`src/rtl/fifo_rr_arbiter.sv`:
```
// fifo_rr_arbiter
//
// Round-robin arbiter that shares the write port of one occupancy-counted
// AXI-stream FIFO between N_SRC upstream AXI-stream sources. Each grant is a
// burst of up to BURST words from one source. A burst is only started when the
// FIFO occupancy shows room for the whole burst, so the FIFO cannot overflow.
//
// Ports:
//   clk            clock, all logic on the rising edge
//   rst            asynchronous, active-low reset
//   en             arbitration enable; blocks new grants only
//   s_axis_*       N_SRC source streams, source i at [i*WIDTH +: WIDTH]
//   m_axis_*       stream into the FIFO slave port
//   fifo_count     FIFO occupancy in words
//   grant_valid    a burst is in progress
//   grant_idx      index of the granted source
//   beats_total    accepted beats, wraps modulo 2^32
//   abort_count    bursts ended by timeout, saturating

module fifo_rr_arbiter #(
  parameter int WIDTH   = 16,
  parameter int N_SRC   = 4,
  parameter int BURST   = 8,
  parameter int DEPTH   = 65536,
  parameter int TIMEOUT = 255
) (
  input  logic                   clk,
  input  logic                   rst,
  input  logic                   en,
  input  logic [N_SRC*WIDTH-1:0] s_axis_tdata,
  input  logic [N_SRC-1:0]       s_axis_tvalid,
  output logic [N_SRC-1:0]       s_axis_tready,
  output logic [WIDTH-1:0]       m_axis_tdata,
  output logic                   m_axis_tvalid,
  input  logic                   m_axis_tready,
  output logic                   m_axis_tlast,
  input  logic [31:0]            fifo_count,
  output logic                   grant_valid,
  output logic [2:0]             grant_idx,
  output logic [31:0]            beats_total,
  output logic [15:0]            abort_count
);

  typedef enum logic {
    ST_IDLE,
    ST_BURST
  } state_t;

  state_t      state;
  state_t      state_nxt;
  logic [2:0]  last_idx;
  logic [7:0]  beat_cnt;
  logic [15:0] idle_cnt;

  logic [32:0] space_need;
  logic        room;
  logic        pick_found;
  logic [2:0]  pick_idx;
  logic        handshake;
  logic        last_beat;
  logic        timed_out;

  // Room check in 33 bits so a near-full 32-bit count plus BURST cannot wrap
  // around and look small.
  assign space_need = {1'b0, fifo_count} + 33'(BURST);
  assign room       = (space_need <= 33'(DEPTH));

  // Rotating priority: scan last_idx+1, last_idx+2, ... and take the first
  // requester. The nested loop compares against the loop constant instead of
  // indexing with a computed value.
  always_comb begin
    pick_found = 1'b0;
    pick_idx   = '0;
    for (int k = 1; k <= N_SRC; k++) begin
      for (int i = 0; i < N_SRC; i++) begin
        if (!pick_found && s_axis_tvalid[i] &&
            (i == ((int'(last_idx) + k) % N_SRC))) begin
          pick_found = 1'b1;
          pick_idx   = 3'(i);
        end
      end
    end
  end

  // Zero-latency data/valid/ready mux. Only the granted source sees tready;
  // everything is quiet in IDLE.
  always_comb begin
    m_axis_tdata  = '0;
    m_axis_tvalid = 1'b0;
    s_axis_tready = '0;
    for (int i = 0; i < N_SRC; i++) begin
      if (state == ST_BURST && grant_idx == 3'(i)) begin
        m_axis_tdata     = s_axis_tdata[i*WIDTH +: WIDTH];
        m_axis_tvalid    = s_axis_tvalid[i];
        s_axis_tready[i] = m_axis_tready;
      end
    end
  end

  assign handshake    = m_axis_tvalid & m_axis_tready;
  assign last_beat    = (state == ST_BURST) && (beat_cnt == 8'(BURST - 1));
  assign m_axis_tlast = last_beat;
  assign timed_out    = (state == ST_BURST) && !handshake &&
                        (idle_cnt == 16'(TIMEOUT - 1));
  assign grant_valid  = (state == ST_BURST);

  always_comb begin
    state_nxt = state;
    case (state)
      ST_IDLE: begin
        if (en && pick_found && room) begin
          state_nxt = ST_BURST;
        end
      end
      ST_BURST: begin
        if ((handshake && last_beat) || timed_out) begin
          state_nxt = ST_IDLE;
        end
      end
    endcase
  end

  // last_idx starts at N_SRC-1 so source 0 is first after reset. It is only
  // updated when a burst ends, so a reset mid-burst forgets the partial grant.
  always_ff @(posedge clk or negedge rst) begin
    if (!rst) begin
      state       <= ST_IDLE;
      grant_idx   <= '0;
      last_idx    <= 3'(N_SRC - 1);
      beat_cnt    <= '0;
      idle_cnt    <= '0;
      beats_total <= '0;
      abort_count <= '0;
    end else begin
      state <= state_nxt;
      case (state)
        ST_IDLE: begin
          if (state_nxt == ST_BURST) begin
            grant_idx <= pick_idx;
            beat_cnt  <= '0;
            idle_cnt  <= '0;
          end
        end
        ST_BURST: begin
          if (handshake) begin
            beat_cnt    <= beat_cnt + 8'd1;
            beats_total <= beats_total + 32'd1;
            idle_cnt    <= '0;
            if (last_beat) begin
              last_idx <= grant_idx;
            end
          end else if (timed_out) begin
            last_idx <= grant_idx;
            if (abort_count != 16'hFFFF) begin
              abort_count <= abort_count + 16'd1;
            end
          end else begin
            idle_cnt <= idle_cnt + 16'd1;
          end
        end
      endcase
    end
  end

endmodule
```
`config.mk`:
```
export PLATFORM = sky130hd
export DESIGN_NAME = fifo_rr_arbiter
export DESIGN_NICKNAME = d
export VERILOG_FILES = /design/src/rtl/fifo_rr_arbiter.sv
export SDC_FILE = /design/constraint.sdc
export NUM_CORES = 1
export LEC_CHECK = 0
export BUFFER_PORTS_ARGS = -buffer_cell sky130_fd_sc_hd__buf_4
export CAP_MARGIN = 0
export CORE_MARGIN = 2
export CORE_UTILIZATION = 40
export DETAILED_ROUTE_END_ITERATION = 16
export MAX_ROUTING_LAYER = met4
export PLACE_DENSITY = 0.72
export SLEW_MARGIN = 5
export SYNTH_ARGS = -nofsm -noshare
export SYNTH_HDL_FRONTEND = slang
export SYNTH_SLANG_ARGS = --single-unit
```
`constraint.sdc`:
```
create_clock -name clk -period 4.85 [get_ports clk]
set_input_delay 0.97 -clock clk [delete_from_list [all_inputs] [get_ports clk]]
set_output_delay 0.97 -clock clk [all_outputs]
set_load 0.03 [all_outputs]
```
# == Word level (Yosys, flattened, before mapping) ==
# Index checks and enable logic that the tools add are counted.
# op_classes
add_sub_neg,9
n_lt_le_gt_ge,1
n_eq_ne,22
mux,56
n_bitwise,7
reduce_logical,74
# ops
cell,n
32-bit zero test,4
16-bit two-way mux,7
1-bit logical AND,41
32-bit by 4-bit adder with 33-bit output (second input constant),1
33-bit by 17-bit less-or-equal comparator with 1-bit output (second input constant),1
16-bit by 1-bit adder with 16-bit output (second input constant),2
32-bit by 1-bit adder with 32-bit output (second input constant),1
16-bit case mux with 2 select lines,1
3-bit two-way mux,10
1-bit two-way mux,27
3-bit equality test (first input constant),8
16-bit by 8-bit equality test with 1-bit output (second input constant),1
1-bit zero test,16
8-bit two-way mux,2
16-bit != test (second input constant),1
8-bit case mux with 2 select lines,1
2-bit two-way mux,7
2-bit by 3-bit equality test with 1-bit output (first input constant),4
8-bit by 1-bit adder with 8-bit output (second input constant),1
8-bit by 3-bit equality test with 1-bit output (second input constant),1
2-bit AND reduction,4
2-bit OR reduction,4
3-bit by 2-bit equality test with 1-bit output (second input constant),2
2-bit by 1-bit adder with 2-bit output (second input constant),2
other kinds (14),20
# totals
regBits,78
input_bits,104
elab_cells,176

# == Logic depth before layout (Yosys ltp) ==
# logic_depth
depth_word,72
depth_mapped,10
depth_no_buf,9

# == Worst setup path before layout ==
# OpenSTA, ideal clock, no wires.
# synth_timing
path_type,input to register
startpoint,in fifo_count[11]
endpoint,reg idle_cnt[0]
setup_ps,118
arrival_time_ps,2936
t_required_ps,4732
setup_slack_ps,1796
cell_stages,9
cell_sequence,nand4_2 or4_1 buf_2 nor4b_2 o22ai_1 nor4b_4 nand2_2 a21bo_1 a21o_1
# synth_between
elab_chain_len,7
# synth_rtl
item,line,rtl
from (decl),37,"input logic [31:0] fifo_count,"
32-bit by 4-bit adder with 33-bit output,65,"assign space_need = {1'b0, fifo_count} + 33'(BURST);"
33-bit by 17-bit less-or-equal comparator with 1-bit output,66,assign room = (space_need <= 33'(DEPTH));
1-bit logical AND,111,if (en && pick_found && room) begin
1-bit two-way mux,111,
1-bit case mux with 2 select lines,109,case (state)
2-bit != test (no source line),n/a,
2-bit AND reduction (no source line),n/a,
to (signal assigned),158,idle_cnt <= idle_cnt + 16'd1;
to (decl),53,logic [15:0] idle_cnt;
# Every way passes these cells.
# A chain may end at the register's enable or synchronous reset.

# == Worst setup path in the final report ==
# layout_timing
startpoint,"reg state, in the netlist grant_valid"
endpoint,out m_axis_tlast
# layout_between
elab_chain_len,1
# layout_rtl
item,line,rtl
from (decl),49,state_t state;
from (signal assigned),135,state <= state_nxt;
1-bit logical AND,101,assign last_beat = (state == ST_BURST) && (beat_cnt == 8'(BURST - 1));
to (decl),36,"output logic m_axis_tlast,"
# Every way passes these cells.

==> results.py <==
metrics = {
    "clock_network": {
        "clkLatencyLatePin_ns": 0.33,
        "cts_num_sinks": 77,
        "cts_tree": "yes",
        "cts_hold_buf": 0,
        "path_clk_slew_ns": 0.06,
        "htree_levels": 3,
        "cts_buffers": 9,
        "clock_path_buffers": 2,
        "cts-root-buf": "clkbuf_16",
        "post-cts-setup-buffer-count": 0,
        "cts_resized": 0,
    },
    "critical_path": {
        "reg2reg_from": "grant_idx[1]$_DFFE_PN0P_",
        "path_cells": "inv_1, nor4_1, buf_4",
        "end_kind": "output pin",
        "path_class": "reg -> out",
        "r2r-end": "abort_count[12]$_DFFE_PN0P_",
        "r2r_slack_ns": 1.67,
        "slowest_delay_ns": 1.09,
        "reg2reg_depth": 8,
        "crit_fanout": 40,
        "critPathLaunchType": "flip-flop",
        "worstPathRequired_ns": 3.88,
        "cp_slowest_cell": "dfrtp_1",
        "arrival_ns": 2.81,
    },
    "sta": {
        "holdWs_ns": 0.466,
        "setup_tns_ns": 0,
        "relSlewSlack_pct": 24.8,
        "drv_slew": 0,
        "rsz0062_at_grt": "no",
        "finalSetupViolCount": 0,
        "skew_ns": 0.00681,
        "fmax_mhz": 265,
        "fin_crit_sh_pct": 77.9,
        "fin_crit_ns": 3.78,
        "postLayoutSetupSlackWorst_ns": 1.07,
        "hold_viol_final": 0,
        "tightestPinTransition_ns": 1.13,
    },
    "logic_synthesis": {
        "synthesis.nets": 604,
        "synth_area_mm2": 0.00481,
        "synthArstFlopShare_pct": 100,
        "ys_top_cells_by_count": "75 x dfrtp_1, 56 x nand2_1, 44 x xnor2_1, 32 x nand3_1, 30 x nor2_1",
        "syn_inst": 494,
        "synth_top_area_share_pct": 39.0,
        "synth_enable_flop_cells": 0,
        "ys_ff_latch": 77,
        "yosys.area.top_type": "dfrtp_1",
        "synth_area_leaders": "dfrtp_1 39%, xnor2_1 8.0%, mux4_2 8.0%",
        "synth_area_per_cell_um2": 9.75,
        "yosysWarnings": 0,
        "yosysUniqueCellTypes": 61,
        "yosysMostFrequentCell": "dfrtp_1",
        "synth-main-ff-cell": "dfrtp_1",
        "seq_area_frac_synth_pct": 40.1,
    },
    "detailed_routing": {
        "dr.pass1.iters": 4,
        "drt-wirelength-per-cell_um": 15.8,
        "drc": 0,
        "ant_nets": 0,
        "wl_um": 12900,
        "vias": 4517,
        "viasPerCell": 5.51,
        "drt_iter0_drc": 275,
    },
    "run_status": {
        "outcome": "finished, final reports clean",
    },
    "die": {
        "fp.dieW_um": 114,
        "rows": 40,
        "core_area_mm2": 0.0119,
        "die_h_um": 114,
        "boundaryPins": 178,
        "initial_utilization_pct": 40.6,
        "dieArea_mm2": 0.0129,
    },
    "placed_design": {
        "gp_congestion": 0.938,
        "dpl.hpwl_um": 9790,
        "place_area_mm2": 0.00628,
        "numPortBuffers": 176,
        "dp_slack_ns": 1.33,
    },
    "final_layout": {
        "fillers": 1043,
        "syn_to_final_growth_pct": 36.7,
        "final_area_mm2": 0.00658,
        "antenna_cells": 0,
        "nNetsFinal": 778,
        "drive_above_1_share_pct": 34.2,
    },
    "hold_path": {
        "min_to": "beats_total[31]$_DFFE_PN0P_",
        "min_path_type": "reg -> reg",
        "hold_depth": 1,
        "hold_start": "beats_total[31]$_DFFE_PN0P_",
    },
    "pwr": {
        "power.density_mw_per_mm2": 273,
        "ir_drop_v": 0.000226,
        "power.leakage_uw": 0.00307,
        "total_power_uw": 1800,
    },
    "global_route": {
        "grt.total_usage_pct": 20.6,
        "grt_max_degree": 78,
        "antenna_found_initial": 0,
        "grt_pass1_wl_um": 21200,
        "grt_pass1_vias": 4494,
        "grt.overflow.total": 0,
    },
    "flow_run": {
        "drv_cap": 0,
    },
}
## metal layers
layer / part of all wire [%] / track usage (%) / vias to the layer above
met5: 0 / - / -
met4: 1.1 / 5.93 / 0
met3: 6.4 / 4.25 / 14
met2: 52 / 36.6 / 144
met1: 41 / 23.6 / 2194
li1: - / - / 2165
## flip-flops by register name, summed over array words and instances, names as in the netlist
name / flops
idle_cnt: 16
grant_valid: 1
grant_idx: 2
abort_count: 16
beats_total: 32
beat_cnt: 8
last_idx: 2
## stage by stage
stage | util (%) | cells
after CTS | 55.5 | 820
final | 55.5 | 820
after global placement | 52.9 | 804
after global routing | 55.5 | 820
after floorplan | - | 494
after detailed placement | 52.9 | 804
## worst max-delay path: cells and delay by family (launching register included)
| family | cells | cell delay [ns] |
|---|---|---|
| buffers and inverters | 2 | 0.83 |
| and+or+nand+nor | 1 | 0.56 |
| DFF | 1 | 1.09 |
## kinds of logic after synthesis
group,share of synthesized area (%)
AOI/OAI and AO/OA,8.39
muxes,9.46
other,0.0779
buffers and inverters,2.55
and+or+nand+nor,27.2
adders and majority gates,1.56
DFF,40.1
xor gates and xnor gates,10.7
## area by class of cell
| cell class | instances | area, um2 | area share [%] |
|---|---|---|---|
| sequential | 77 | 1930 | 29.3 |
| tap | 147 | 184 | 2.79 |
| multi-input combinational | 386 | 2760 | 42.0 |
| clock buffer | 9 | 225 | 3.42 |
| clock inverter | 7 | 76.3 | 1.16 |
| inverter | 14 | 52.6 | 0.798 |
| timing repair buffer | 180 | 1350 | 20.5 |
## worst max path at each step
stage / from / end / slack [ns] / cells after the start
floorplan: fifo_count[11] / idle_cnt[0]$_DFFE_PN0P_ / 1.80 / 9
global placement: grant_valid$_DFF_PN0_ / m_axis_tlast / 1.42 / 3
detailed placement: grant_valid$_DFF_PN0_ / m_axis_tlast / 1.33 / 3
CTS: grant_valid$_DFF_PN0_ / m_axis_tlast / 0.98 / 3
global route: grant_valid$_DFF_PN0_ / m_axis_tlast / 0.75 / 3
finish: grant_valid$_DFF_PN0_ / m_axis_tlast / 1.07 / 3
## layout by cell type (no fill, tap or decap), drive strengths merged, types with 6 or more instances in the layout
cell,count
and2,19
nand3,33
buf,180
mux4,17
a21oi,14
inv,14
o21ai,10
clkbuf,9
nor4,8
nor3,13
and3,18
xnor2,44
a31oi,8
xor2,15
nand2,57
nor2,30
ha,6
and4,7
dfrtp,75
nand4,30
## power by group
group	total [uW]	internal, uW	switching (uW)
clock network	665	400	265
logic	370	177	193
registers	766	696	69.5
total	1800	1270	527
Power figures use the tool's default switching activity.
